$ cat src/rtl/pix_proc_stream.sv
`default_nettype none
// ============================================================================
// pix_proc_stream : 3-stage valid/ready per-pixel colour processor with
//                   frame-start latched mode and binary threshold.
// Revision        : 1.0
// ============================================================================
module pix_proc_stream #(
   parameter int CW         = 8,
   parameter int THRESH_RST = 128
) (
   input  logic              clk,
   input  logic              rst,
   input  logic [3*CW-1:0]   s_data,
   input  logic              s_valid,
   output logic              s_ready,
   input  logic              s_user,
   input  logic              s_last,
   output logic [3*CW-1:0]   m_data,
   output logic              m_valid,
   input  logic              m_ready,
   output logic              m_user,
   output logic              m_last,
   input  logic [2:0]        mode,
   input  logic [CW-1:0]     thresh,
   output logic [2:0]        act_mode
);
   localparam int PW = 3*CW;
   localparam int SW = CW+8;

   localparam logic [2:0]    MODE_INV  = 3'd1;
   localparam logic [2:0]    MODE_GREY = 3'd2;
   localparam logic [2:0]    MODE_BIN  = 3'd3;
   localparam logic [2:0]    MODE_RED  = 3'd4;

   localparam logic [CW-1:0] THR_INIT = CW'(THRESH_RST);
   localparam logic [SW-1:0] W_R      = SW'(77);
   localparam logic [SW-1:0] W_G      = SW'(150);
   localparam logic [SW-1:0] W_B      = SW'(29);

   logic          rdy1, rdy2, rdy3, s_acc;
   logic [SW-1:0] sum;
   logic [CW-1:0] y2;
   logic          white2;
   logic [PW-1:0] res3;

   logic [2:0]    act_mode_q, act_mode_d;
   logic [CW-1:0] thr_q, thr_d;

   logic          v1_q, v1_d, user1_q, user1_d, last1_q, last1_d;
   logic [PW-1:0] pix1_q, pix1_d;
   logic [2:0]    mode1_q, mode1_d;
   logic [CW-1:0] thr1_q, thr1_d;

   logic          v2_q, v2_d, user2_q, user2_d, last2_q, last2_d;
   logic [PW-1:0] pix2_q, pix2_d;
   logic [SW-1:0] sum2_q, sum2_d;
   logic [2:0]    mode2_q, mode2_d;
   logic [CW-1:0] thr2_q, thr2_d;

   logic          v3_q, v3_d, user3_q, user3_d, last3_q, last3_d;
   logic [PW-1:0] data3_q, data3_d;

   // A stage can load when empty or when its content moves on this cycle.
   always_comb begin
      rdy3  = !v3_q || m_ready;
      rdy2  = !v2_q || rdy3;
      rdy1  = !v1_q || rdy2;
      s_acc = s_valid && rdy1;
   end

   always_comb begin
      sum = W_R * SW'(pix1_q[PW-1:2*CW])
          + W_G * SW'(pix1_q[2*CW-1:CW])
          + W_B * SW'(pix1_q[CW-1:0]);
   end

   // Y >= thr is equivalent to sum >= thr*256, which avoids a separate compare on Y.
   always_comb begin
      y2     = sum2_q[SW-1:8];
      white2 = (sum2_q >= {thr2_q, 8'h00});
      case (mode2_q)
         MODE_INV:  res3 = ~pix2_q;
         MODE_GREY: res3 = {y2, y2, y2};
         MODE_BIN:  res3 = {PW{white2}};
         MODE_RED:  res3 = {pix2_q[PW-1:2*CW], {(2*CW){1'b0}}};
         default:   res3 = pix2_q;
      endcase
   end

   always_comb begin
      act_mode_d = act_mode_q;
      thr_d      = thr_q;
      v1_d = v1_q; pix1_d = pix1_q; mode1_d = mode1_q; thr1_d = thr1_q;
      user1_d = user1_q; last1_d = last1_q;
      v2_d = v2_q; pix2_d = pix2_q; sum2_d = sum2_q; mode2_d = mode2_q; thr2_d = thr2_q;
      user2_d = user2_q; last2_d = last2_q;
      v3_d = v3_q; data3_d = data3_q; user3_d = user3_q; last3_d = last3_q;

      if (s_acc && s_user) begin
         act_mode_d = mode;
         thr_d      = thresh;
      end

      if (rdy1) v1_d = s_valid;
      if (s_acc) begin
         pix1_d  = s_data;
         mode1_d = s_user ? mode   : act_mode_q;
         thr1_d  = s_user ? thresh : thr_q;
         user1_d = s_user;
         last1_d = s_last;
      end

      if (rdy2) v2_d = v1_q;
      if (rdy2 && v1_q) begin
         pix2_d  = pix1_q;
         sum2_d  = sum;
         mode2_d = mode1_q;
         thr2_d  = thr1_q;
         user2_d = user1_q;
         last2_d = last1_q;
      end

      if (rdy3) v3_d = v2_q;
      if (rdy3 && v2_q) begin
         data3_d = res3;
         user3_d = user2_q;
         last3_d = last2_q;
      end
   end

   always_ff @(posedge clk) begin
      if (rst) begin
         act_mode_q <= 3'd0;
         thr_q      <= THR_INIT;
         v1_q <= 1'b0; pix1_q <= '0; mode1_q <= 3'd0; thr1_q <= '0;
         user1_q <= 1'b0; last1_q <= 1'b0;
         v2_q <= 1'b0; pix2_q <= '0; sum2_q <= '0; mode2_q <= 3'd0; thr2_q <= '0;
         user2_q <= 1'b0; last2_q <= 1'b0;
         v3_q <= 1'b0; data3_q <= '0; user3_q <= 1'b0; last3_q <= 1'b0;
      end else begin
         act_mode_q <= act_mode_d;
         thr_q      <= thr_d;
         v1_q <= v1_d; pix1_q <= pix1_d; mode1_q <= mode1_d; thr1_q <= thr1_d;
         user1_q <= user1_d; last1_q <= last1_d;
         v2_q <= v2_d; pix2_q <= pix2_d; sum2_q <= sum2_d; mode2_q <= mode2_d; thr2_q <= thr2_d;
         user2_q <= user2_d; last2_q <= last2_d;
         v3_q <= v3_d; data3_q <= data3_d; user3_q <= user3_d; last3_q <= last3_d;
      end
   end

   assign s_ready  = rdy1;
   assign m_valid  = v3_q;
   assign m_data   = data3_q;
   assign m_user   = user3_q;
   assign m_last   = last3_q;
   assign act_mode = act_mode_q;

endmodule
`default_nettype wire

$ cat config.mk
export PLATFORM = sky130hd
export DESIGN_NAME = pix_proc_stream
export DESIGN_NICKNAME = d
export VERILOG_FILES = /design/src/rtl/pix_proc_stream.sv
export SDC_FILE = /design/constraint.sdc
export NUM_CORES = 1
export LEC_CHECK = 0
export ABC_AREA = 1
export CELL_PAD_IN_SITES_DETAIL_PLACEMENT = 1
export CELL_PAD_IN_SITES_GLOBAL_PLACEMENT = 1
export CORE_MARGIN = 3
export CORE_UTILIZATION = 45
export CTS_BUF_LIST = sky130_fd_sc_hd__clkbuf_2 sky130_fd_sc_hd__clkbuf_4 sky130_fd_sc_hd__clkbuf_8
export DETAILED_ROUTE_END_ITERATION = 10
export GPL_ROUTABILITY_DRIVEN = 0
export PLACE_DENSITY_LB_ADDON = 0.1
export SLEW_MARGIN = 20
export SYNTH_ARGS = -nofsm -noshare
export SYNTH_HDL_FRONTEND = slang
export SYNTH_SLANG_ARGS = --single-unit
$ cat constraint.sdc
create_clock -name clk -period 7.25 [get_ports clk]
set_clock_uncertainty 0.15 [all_clocks]
set_input_delay 1.45 -clock clk [delete_from_list [all_inputs] [get_ports clk]]
set_output_delay 1.45 -clock clk [all_outputs]
set_load 0.01 [all_outputs]
======== Yosys cells after proc, flatten, opt, wreduce, memory -nomap -nowiden ========
Cells that the tools add are included.
storage, ports and cells
  logic and storage cells ................. 43
  input port bits ......................... 41
  register bits ........................... 130
  output and inout bits ................... 31
operators by class
  $add $sub $neg .......................... 2
  $mul .................................... 3
  multiplexer cells ....................... 3
  eq/ne operators ......................... 4
  reduce and logical (&&, ||, !) cells .... 10
  order comparisons ....................... 1
  bitwise logic cells ..................... 1
operator list
  operator              count
  $pmux 24 s4           1
  $mul 7x8->15 const A  2
  $not 24->24           1
  $add 15x16->16        1
  $add 16x13->16        1
  $ge 16x16->1          1
  $mul 5x8->13 const A  1
  $mux 8                1
  $eq 3x2->1 const B    2
  $logic_and 1x1->1     4
  $eq 3x1->1 const B    1
  $eq 3x3->1 const B    1
  $logic_not 1->1       3
  $logic_or 1x1->1      3
  $mux 3                1

======== Depth between registers and ports, before layout ========
Gate-level depths: netlist (run 1).
  depth after elaboration ................. 6
  mapped depth ............................ 30

======== Worst setup path after synthesis (run 1) ========
OpenSTA, ideal clock, no wires.
  kind .................................... register to register
  start ................................... register pix1_q[13]
  end ..................................... register sum2_q[13]
  stages on the path, launching flop included .. 28
  period minus slack after synthesis ...... 5986 ps
  slack ................................... 1264 ps
  arrival ................................. 5720 ps
  setup time .............................. 115 ps
  cell sequence ........................... dfxtp_1 ha_1 ha_1 ha_1 inv_1 fa_1 inv_1 ha_1 a21oi_1 a21boi_0 xnor2_1 fa_1 fa_1 inv_1 fa_1 fa_1 inv_1 ha_1 nand2_1 nand2_1 inv_1 o21ai_0 nand2_1 nand3_1 nand2_1 nand2_1 o21ai_0 inv_1
on the way
  cells in the longest elaborated chain, start to end .. 3
ends and longest elaborated chain
  element                 RTL line  text
  start, declared         50        logic [PW-1:0] pix1_q, pix1_d;
  start signal, assigned  143       v1_q <= v1_d; pix1_q <= pix1_d; mode1_q <= mode1_d; thr1_q <= thr1_d;
  $mul 7x8->15            73        + W_G * SW'(pix1_q[2*CW-1:CW])
  $add 15x16->16          73
  $add 16x13->16          74        + W_B * SW'(pix1_q[CW-1:0]);
  end signal, assigned    145       v2_q <= v2_d; pix2_q <= pix2_d; sum2_q <= sum2_d; mode2_q <= mode2_d; thr2_q <= thr2_d;
  end, declared           56        logic [SW-1:0] sum2_q, sum2_d;
No other way between the ends.
A chain may end at the register's enable or synchronous reset.

======== Worst setup path in the final report (run 1) ========
  start ................................... register pix1_q[13]
  end ..................................... register sum2_q[10]
Same word-level chain as after synthesis.

==> results of run 1 <==
## synth_stat cells, drive strengths merged
library cell | instances | area (um^2)
or2 | 3 | 18.8
nand4 | 2 | 12.5
a21o | 3 | 22.5
a21oi | 112 | 598
o21ai | 106 | 531
clkbuf | 22 | 95.1
o21bai | 3 | 22.5
nor3 | 1 | 16.3
buf | 21 | 131
inv | 172 | 646
fa | 56 | 1120
xor2 | 8 | 70.1
o2111ai | 1 | 8.76
nand3b | 9 | 67.6
nand2 | 177 | 667
a21boi | 2 | 15.0
nand3 | 39 | 195
o211ai | 2 | 15.0
clkinv | 1 | 3.75
xnor2 | 5 | 43.8
dfxtp | 130 | 2600
o21a | 1 | 7.51
ha | 95 | 1190
a31oi | 12 | 75.1
dlygate4sd1 | 2 | 17.5
nor2 | 148 | 568
## metrics by stage
| step | setup WS [ns] | util (%) | area, um^2 |
|---|---|---|---|
| after global routing | 0.350 | 52.9 | 9990 |
| after detailed placement | 0.793 | 50.7 | 9580 |
| after CTS | 0.774 | 52.9 | 9990 |
| after floorplan | 1.26 | - | 8760 |
| after global placement | 0.981 | 50.7 | 9580 |
| final | 0.773 | 52.9 | 9990 |
## kinds of logic (layout without fill, tap and decap cells)
group | count (synthesis) | count (layout)
AND/OR/NAND/NOR | 379 | 379
AO/OA/AOI/OAI | 242 | 242
buffers and inverters | 218 | 280
adder cells (fa/ha/maj) | 151 | 151
flip-flops | 130 | 130
XOR/XNOR | 13 | 13
## cell type report
cell class | instances | area [um^2]
clock inverter | 13 | 149
timing repair buffer | 75 | 736
fill | 2394 | 8900
clock buffer | 19 | 262
sequential | 130 | 2600
inverter | 173 | 649
tap | 260 | 325
multi-input combinational | 785 | 5270
## power by group through the flow
stage	combinational [mW]	clock [mW]	sequential, mW
2_1_floorplan	1.40	0	0.827
3_3_place_gp	1.77	0	0.851
3_5_place_dp	1.84	0	0.853
4_1_cts	1.86	0.678	0.837
5_1_grt	2.14	0.711	0.844
6_report	1.85	0.663	0.837
## layout by cell type, fill, tap and decap left out, types with 2 or more instances in the layout
cell	synthesis	routed
clkbuf_8	1	19
o21ai_0	105	105
dfxtp_1	130	130
nand2_2	1	2
clkdlybuf4s50_1	0	70
a21o_1	3	3
clkinvlp_4	0	2
nand2_1	176	175
a31oi_1	12	12
nand3_1	39	39
xor2_1	8	8
o21bai_1	3	3
nor2_1	145	145
a21boi_0	2	2
ha_1	95	95
nand3b_1	9	9
o211ai_1	2	2
or2_2	3	3
inv_6	0	4
nand4_1	2	2
buf_4	6	4
inv_1	171	171
clkinv_2	0	2
bufinv_16	0	2
a21oi_2	10	10
nor2_2	2	2
clkinv_4	0	2
xnor2_1	5	5
a21oi_1	102	102
fa_1	56	56
## state kept, by name, summed over array words and instances (netlist names)
name      count
sum2_q       16
act_mode      3
thr2_q        8
user2_q       1
v1_q          1
last2_q       1
m_last        1
user1_q       1
m_valid       1
pix1_q       24
thr1_q        8
last1_q       1
m_user        1
m_data       24
thr_q         8
mode1_q       3
pix2_q       24
mode2_q       3
v2_q          1
## path summary, 6_finish.rpt
path                                    to  cells past startpoint  slack [ns]
worst min-delay path              thr_q[5]                      2        0.32
worst min register to register    thr_q[5]                      2        0.32
worst max register to register  sum2_q[10]                     24        0.77
worst max-delay path            sum2_q[10]                     24        0.77
## layer usage
metal | GRT usage (%) | share of wire (%)
met3 | 3.27 | 2.9
met4 | 7.22 | 2.1
met5 | 0 | 0
met1 | 33.6 | 49
met2 | 37.4 | 46
## worst reg2reg max path: stages (launching register included)
cell and delay (ns):
dfxtp_1 0.46, ha_1 0.28, ha_1 0.29, ha_1 0.27
inv_1 0.05, fa_1 0.49, inv_1 0.04, ha_1 0.35
a21oi_1 0.21, a21boi_0 0.30, xnor2_1 0.20, fa_1 0.47
fa_1 0.51, inv_1 0.05, fa_1 0.47, fa_1 0.54
inv_1 0.04, ha_1 0.34, nand2_1 0.11, o21ai_0 0.27
inv_1 0.10, a21o_1 0.17, nand3_1 0.07, o211ai_1 0.10
inv_1 0.08
==> flow_metrics.env, run 1 <==
export IMPL_status="completed"
export IMPL_maxCapViolations=0
export IMPL_wl_per_cell_um=16.9
export IMPL_startpoint="pix1_q[13]"
export IMPL_synth_compound_area_share_pct=14.8
export IMPL_critical_path_class="flip-flop to flip-flop"
export IMPL_critPathBufInv=6
export IMPL_p_total_mw=3.35
export IMPL_clkTransAtPathRegs_ns=0.09
export IMPL_cell_internal_pwr_mw=1.81
export IMPL_grt_pass1_wl_um=40100
export IMPL_cp_slowest_cell="fa_1"
export IMPL_grt_pass1_vias=7638
export IMPL_netSwitchingFraction_pct=46.0
export IMPL_firstDrtPassIters=4
export IMPL_cts_buffers_inserted=17
export IMPL_ys_warn_count=0
export IMPL_row_count=50
export IMPL_p_switching_mw=1.54
export IMPL_yosysUniqueCellTypes=37
export IMPL_power_frac_seq_pct=25.0
export IMPL_vias_per_cell=5.11
export IMPL_io_buffers=71
export IMPL_critPathCaptureType="flip-flop"
export IMPL_grt_max_degree=60
export IMPL_synth_seq_cells=130
export IMPL_synthesis_instances=1133
export IMPL_die_area_mm2=0.0212
export IMPL_syn_num_nets=1325
export IMPL_ioPinCount=72
export IMPL_layout_nets=1374
export IMPL_drc=0
export IMPL_fmax_ghz=0.154
export IMPL_netlist_area_mm2=0.00876
export IMPL_die_h_um=146
export IMPL_core_area_mm2=0.0189
export IMPL_place_inst=1423
export IMPL_reg2reg_from="pix1_q[13]"
export IMPL_critical_path_max_stage_delay_ns=0.54
export IMPL_setup_violations=0
export IMPL_cts_sinks=130
export IMPL_drt_iter0_markers=401
export IMPL_dp_hpwl_um=19000
export IMPL_cts_resized=0
export IMPL_hp_start="thr_q[5]"
export IMPL_htree_levels=4
export IMPL_finalHoldViolCount=0
export IMPL_clock_power_share_pct=19.8
export IMPL_synth_avg_cell_area_um2=7.73
export IMPL_drt_wl_total_um=24600
export IMPL_die_x_um=146
export IMPL_required_ns=7.50
export IMPL_worstPathMaxFanout=6
export IMPL_antenna_found_initial=0
export IMPL_p_comb_share_pct=55.2
export IMPL_worst_slew_pin_slew_ns=1.02
export IMPL_cts_path_max_buffers=2
export IMPL_ant_nets=0
export IMPL_synth_simple_gate_area_share_pct=17.6
export IMPL_total_leakage_power_nw=4.69
export IMPL_arrival_ns=6.73
export IMPL_cts_hold_buffers=0
export IMPL_slew_violations=0
export IMPL_crit_path_cell_trace="ha_1 > ha_1 > ha_1 > inv_1 > fa_1 > inv_1 > ha_1 > a21oi_1 > a21boi_0 > xnor2_1 > fa_1 > fa_1 > inv_1 > fa_1 > fa_1 > inv_1 > ha_1 > nand2_1 > o21ai_0 > inv_1 > a21o_1 > nand3_1 > o211ai_1 > inv_1"
export IMPL_rsz0062_at_grt="false"
export IMPL_insertion_delay_ns=0.45
export IMPL_syn_to_final_growth_pct=14.0
export IMPL_final_layout_size_suffix_gt1_share_pct=4.77
export IMPL_finalSetupTns_ns=0
export IMPL_initial_utilization_pct=46.4
export IMPL_grt_usage_pct=23.6
export IMPL_synth_xor_area_share_pct=1.30
export IMPL_ir_worst_vdd_mv=0.248
export IMPL_min_period_ns=6.48
export IMPL_relSlewSlack_pct=32.2
export IMPL_overflow=0
export IMPL_num_vias=7441
export IMPL_diodes=0
export IMPL_post_cts_buffers=0
export IMPL_p_per_area_mw_per_mm2=335
export IMPL_crit_family="adder cells"
export IMPL_critPathLaunchType="flip-flop"
export IMPL_fin_cells=1455
export IMPL_ctsRootBufferMaster="clkbuf_8"
export IMPL_hold_path_class="flip-flop to flip-flop"
export IMPL_synth_top_family_by_area="adder cells"
export IMPL_synth_mux_area_share_pct=0
export IMPL_synthAdderAreaFrac_pct=26.4
export IMPL_ys_seq_area_share_pct=29.7
export IMPL_cts_tree="done"
export IMPL_period_share_pct=89.3
export IMPL_critical_path_most_common_cell="inv_1"
export IMPL_fin_hold_ws_ns=0.317
(Power assumes the default switching activity.)
==> run 2: changes to the inputs <==
Settings changed: CORE_UTILIZATION 45 to 49, PLACE_DENSITY_LB_ADDON 0.1 to 0.08.
Clock period 7.25 ns to 7.7 ns, I/O delays scaled along.
==> run 2 against run 1 <==
Power shrank 7.3%; register-to-register slack gained 0.35 ns; clock power shrank 19%; global-route usage grew 2.2 points; first-iteration DRC count grew 12%; flip-flop and latch count is the same; final area shrank 1.1%.
==> flow_metrics.env, run 2 (synthesis results as in run 1) <==
export IMPL_cts_hold_buffers=0
export IMPL_ioPinCount=72
export IMPL_num_vias=7660
export IMPL_ir_worst_vdd_mv=0.167
export IMPL_final_layout_size_suffix_gt1_share_pct=4.77
export IMPL_fillers=2215
export IMPL_grt_pass1_vias=7852
export IMPL_cts_buffers_inserted=17
export IMPL_die_x_um=140
export IMPL_min_period_ns=6.57
export IMPL_insertion_delay_ns=0.46
export IMPL_final_common_cell="nand2_1"
export IMPL_layout_common_cells="175 x nand2_1, 171 x inv_1, 145 x nor2_1, 130 x dfxtp_1, 105 x o21ai_0"
export IMPL_drt_wl_total_um=24800
export IMPL_grt_usage_pct=25.8
export IMPL_layout_nets=1374
export IMPL_reg2reg_from="pix1_q[13]"
export IMPL_post_cts_buffers=0
export IMPL_rr_worst_depth=25
export IMPL_critical_path_class="flip-flop to flip-flop"
export IMPL_worst_slew_pin_slew_ns=0.957
export IMPL_wl_per_cell_um=17.4
export IMPL_initial_utilization_pct=50.3
export IMPL_die_area_mm2=0.0195
export IMPL_fin_cells=1420
export IMPL_worstPathMaxFanout=6
export IMPL_ff2ff_setup_slack_ns=1.13
export IMPL_die_h_um=140
export IMPL_hold_end="thr_q[1]"
export IMPL_hold_depth=2
export IMPL_firstDrtPassIters=5
export IMPL_antenna_found_initial=0
export IMPL_htree_levels=4
export IMPL_diodes=0
export IMPL_cts_tree="done"
export IMPL_grt_pass1_wl_um=40300
export IMPL_cts_sinks=130
export IMPL_fmax_ghz=0.152
export IMPL_maxCapViolations=0
export IMPL_overflow=0
export IMPL_ant_nets=0
export IMPL_core_area_mm2=0.0174
export IMPL_slew_violations=0
export IMPL_drt_iter0_markers=450
export IMPL_rr_endpoint="sum2_q[14]"
export IMPL_period_share_pct=85.4
export IMPL_dp_hpwl_um=19000
export IMPL_status="completed"
export IMPL_critPathCaptureType="flip-flop"
export IMPL_critPathLaunchType="flip-flop"
export IMPL_rsz0062_at_grt="false"
export IMPL_arrival_ns=6.77
export IMPL_cts_resized=0
export IMPL_required_ns=7.90
export IMPL_drc=0
export IMPL_clkTransAtPathRegs_ns=0.09
export IMPL_total_leakage_power_nw=4.65
export IMPL_vias_per_cell=5.39
export IMPL_finalHoldViolCount=0
export IMPL_place_inst=1388
export IMPL_io_buffers=71
export IMPL_p_total_mw=3.10
export IMPL_hold_path_class="flip-flop to flip-flop"
export IMPL_syn_to_final_growth_pct=12.8
export IMPL_p_per_area_mw_per_mm2=314
export IMPL_finalSetupTns_ns=0
export IMPL_cts_path_max_buffers=2
export IMPL_setup_violations=0
export IMPL_relSlewSlack_pct=36.1
export IMPL_ctsRootBufferMaster="clkbuf_8"
export IMPL_row_count=48
export IMPL_grt_max_degree=59
export IMPL_hp_start="thr_q[1]"
## run 2: changes by cell type in the layout (fill, tap and decap cells not counted), sizes merged
cell	before	now
clkinvlp	2	5
bufinv	2	0
clkbuf	19	18
## run 2: worst max-delay path by stage
| stage | startpoint | endpoint | slack (ns) | depth (start not counted) |
|---|---|---|---|---|
| finish | pix1_q[13] | sum2_q[14] | 1.13 | 25 |
| global route | pix1_q[13] | sum2_q[14] | 0.67 | 25 |
| CTS | pix1_q[13] | sum2_q[14] | 1.13 | 25 |
| detailed placement | pix1_q[13] | sum2_q[14] | 1.15 | 25 |
| global placement | pix1_q[13] | sum2_q[13] | 1.44 | 27 |
| floorplan | pix1_q[13] | sum2_q[13] | 1.71 | 27 |
## run 2: report_power, final
group | switching, mW | total [mW] | internal [mW]
clock network | 0.309 | 0.539 | 0.230
logic | 1.11 | 1.77 | 0.669
registers | 0.0610 | 0.788 | 0.727
## run 2: cell type report
type | instances | area [um^2] | share of cell area, %
Clock buffer | 18 | 241 | 2.44
Clock inverter | 14 | 108 | 1.09
Inverter | 173 | 649 | 6.57
Multi-Input combinational cell | 785 | 5270 | 53.3
Sequential cell | 130 | 2600 | 26.3
Tap cell | 225 | 282 | 2.85
Timing Repair Buffer | 75 | 736 | 7.44
## run 2: per-layer routing
| metal | routed length [um] | GRT usage (%) | share of wire, % |
|---|---|---|---|
| met1 | 11100 | 33.9 | 45 |
| met2 | 11600 | 42.0 | 47 |
| met3 | 1170 | 5.12 | 4.7 |
| met4 | 820 | 9.89 | 3.3 |
| met5 | 0 | 0 | 0 |
## run 2: stage by stage
stage / instance area, um^2 / util [%] / setup slack, ns / hold slack (ns)
global placement: 9540 / 54.7 / 1.44 / 0.289
global route: 9880 / 56.8 / 0.672 / 0.341
finish: 9880 / 56.8 / 1.13 / 0.316
detailed placement: 9540 / 54.7 / 1.15 / 0.298
CTS: 9880 / 56.8 / 1.13 / 0.318
floorplan: 8760 / - / 1.71 / 0.280
## run 2: critical path: stages (launching register included)
cell	delay (ns)
dfxtp_1	0.48
ha_1	0.30
ha_1	0.28
ha_1	0.28
inv_1	0.05
fa_1	0.50
inv_1	0.04
ha_1	0.36
a21oi_1	0.20
a21boi_0	0.29
xnor2_1	0.21
fa_1	0.49
fa_1	0.52
inv_1	0.05
fa_1	0.39
fa_1	0.52
inv_1	0.06
ha_1	0.35
a21oi_1	0.23
o21ai_0	0.17
nand2_1	0.09
nand3_1	0.10
nand2_1	0.09
nand2_1	0.05
o21ai_0	0.17
inv_1	0.05
==> run 3: changes to the inputs <==
Settings changed: CORE_UTILIZATION 49 to 45.
Clock period 7.7 ns to 6.3 ns, I/O delays scaled along.
==> run 3 against run 2 <==
Utilization fell by 3.0 points; routed wire length rose by 0.69%; power rose by 31%; largest cell class unchanged; highest routed layer unchanged.
==> flow_metrics.env, run 3 (synthesis results as in run 1) <==
export IMPL_dp_hpwl_um=18400
export IMPL_p_comb_share_pct=58.0
export IMPL_grt_usage_pct=23.6
export IMPL_row_count=50
export IMPL_fin_hold_ws_ns=0.317
export IMPL_rr_endpoint="sum2_q[15]"
export IMPL_hold_path_class="flip-flop to flip-flop"
export IMPL_status="completed"
export IMPL_hold_depth=2
export IMPL_initial_utilization_pct=46.4
export IMPL_die_area_mm2=0.0212
export IMPL_cts_sinks=130
export IMPL_ctsRootBufferMaster="clkbuf_8"
export IMPL_critPathLaunchType="flip-flop"
export IMPL_critPathCaptureType="flip-flop"
export IMPL_total_leakage_power_nw=4.74
export IMPL_reg2reg_from="pix1_q[14]"
export IMPL_grt_pass1_wl_um=40300
export IMPL_finalHoldViolCount=0
export IMPL_utilization_pct=53.7
export IMPL_p_per_area_mw_per_mm2=399
export IMPL_required_ns=6.52
export IMPL_grt_max_degree=72
export IMPL_ir_worst_vdd_mv=0.302
export IMPL_cts_path_max_buffers=2
export IMPL_htree_levels=4
export IMPL_ff2ff_setup_slack_ns=0.25
export IMPL_netSwitchingFraction_pct=47.5
export IMPL_critical_path_most_common_cell="nand2_1"
export IMPL_num_vias=7587
export IMPL_worst_slew_pin_slew_ns=0.998
export IMPL_hp_start="m_data[7]"
export IMPL_die_h_um=146
export IMPL_cts_hold_buffers=0
export IMPL_power_frac_seq_pct=23.7
export IMPL_io_buffers=71
export IMPL_diodes=0
export IMPL_drc=0
export IMPL_cts_tree="done"
export IMPL_firstDrtPassIters=7
export IMPL_cell_internal_pwr_mw=2.13
export IMPL_clkTransAtPathRegs_ns=0.09
export IMPL_final_common_cell="nand2_1"
export IMPL_wl_per_cell_um=17.1
export IMPL_period_share_pct=96.0
export IMPL_cts_buffers_inserted=17
export IMPL_drt_wl_total_um=24900
export IMPL_worstPathMaxFanout=5
export IMPL_layout_common_cells="172 x nand2_1, 170 x inv_1, 143 x nor2_1, 129 x dfxtp_1, 103 x o21ai_0"
export IMPL_vias_per_cell=5.19
export IMPL_hold_end="m_data[7]"
export IMPL_p_total_mw=4.05
export IMPL_maxCapViolations=0
export IMPL_critPathBufInv=6
export IMPL_insertion_delay_ns=0.47
export IMPL_final_layout_size_suffix_gt1_share_pct=6.74
export IMPL_p_switching_mw=1.92
export IMPL_clock_power_share_pct=18.3
export IMPL_setup_violations=0
export IMPL_fillers=2354
export IMPL_fmax_ghz=0.165
export IMPL_antenna_found_initial=0
export IMPL_layout_nets=1380
export IMPL_relSlewSlack_pct=33.4
export IMPL_syn_to_final_growth_pct=15.8
export IMPL_arrival_ns=6.27
export IMPL_drt_iter0_markers=328
export IMPL_slew_violations=0
export IMPL_overflow=0
export IMPL_die_x_um=146
export IMPL_crit_family="adder cells"
export IMPL_min_period_ns=6.05
export IMPL_critical_path_max_stage_delay_ns=0.54
export IMPL_critical_path_class="flip-flop to flip-flop"
export IMPL_startpoint="pix1_q[14]"
export IMPL_ioPinCount=72
export IMPL_rr_worst_depth=28
export IMPL_grt_pass1_vias=7726
export IMPL_ant_nets=0
export IMPL_core_area_mm2=0.0189
export IMPL_cp_slowest_cell="fa_1"
## run 3: per-stage QoR
stage	cells	setup WS, ns	setup TNS (ns)	cell area [um^2]
2_1_floorplan	1133	0.314	0	8760
3_3_place_gp	1429	0.163	0	9620
3_5_place_dp	1429	-0.0567	-0.121	9620
4_1_cts	1461	0.00176	0	10000
5_1_grt	1461	-0.0430	-0.0480	10100
6_report	1461	0.251	0	10100
## run 3: routing by layer
metal / up-vias / wire (um) / part of all wire [%] / global-route usage (%)
met5: - / 0 / 0 / 0
met4: 0 / 633 / 2.5 / 6.70
met3: 36 / 879 / 3.5 / 4.11
met2: 146 / 11600 / 47 / 38.6
met1: 3669 / 11800 / 47 / 32.4
li1: 3736 / - / - / -
## run 3: tightest hold or removal path, stage by stage (launching register included)
cell and delay [ns]:
dfxtp_1 0.32, nand2_1 0.06, a21oi_1 0.05
## run 3: power by group through the flow
stage	clock network, mW	registers (mW)	logic [mW]
finish	0.743	0.958	2.35
global route	0.790	0.965	2.71
CTS	0.756	0.958	2.16
detailed placement	0	0.977	2.13
global placement	0	0.974	2.05
floorplan	0	0.952	1.61
## run 3: area by class of cell
| type | instances | area (um^2) | share of cell area [%] |
|---|---|---|---|
| clock buffers | 17 | 234 | 2.31 |
| clock inverters | 15 | 179 | 1.76 |
| inverters | 173 | 649 | 6.40 |
| multi-input cells | 785 | 5380 | 53.0 |
| flip-flops and latches | 130 | 2600 | 25.7 |
| well taps | 260 | 325 | 3.21 |
| repair buffers | 81 | 781 | 7.69 |
## run 3: worst max path at each step
stage	slack, ns	endpoint	cells past startpoint
after floorplan	0.31	sum2_q[13]	27
after global placement	0.16	sum2_q[15]	27
after detailed placement	-0.06	sum2_q[13]	27
after CTS	0.002	sum2_q[13]	27
after global routing	-0.04	sum2_q[11]	27
final	0.25	sum2_q[15]	28
## run 3: what timing repair did
action                                  CTS  global route
pin swaps                                 0             8
endpoints found under the setup margin    5             8
resized for setup                         1            27
setup buffers                             0             0
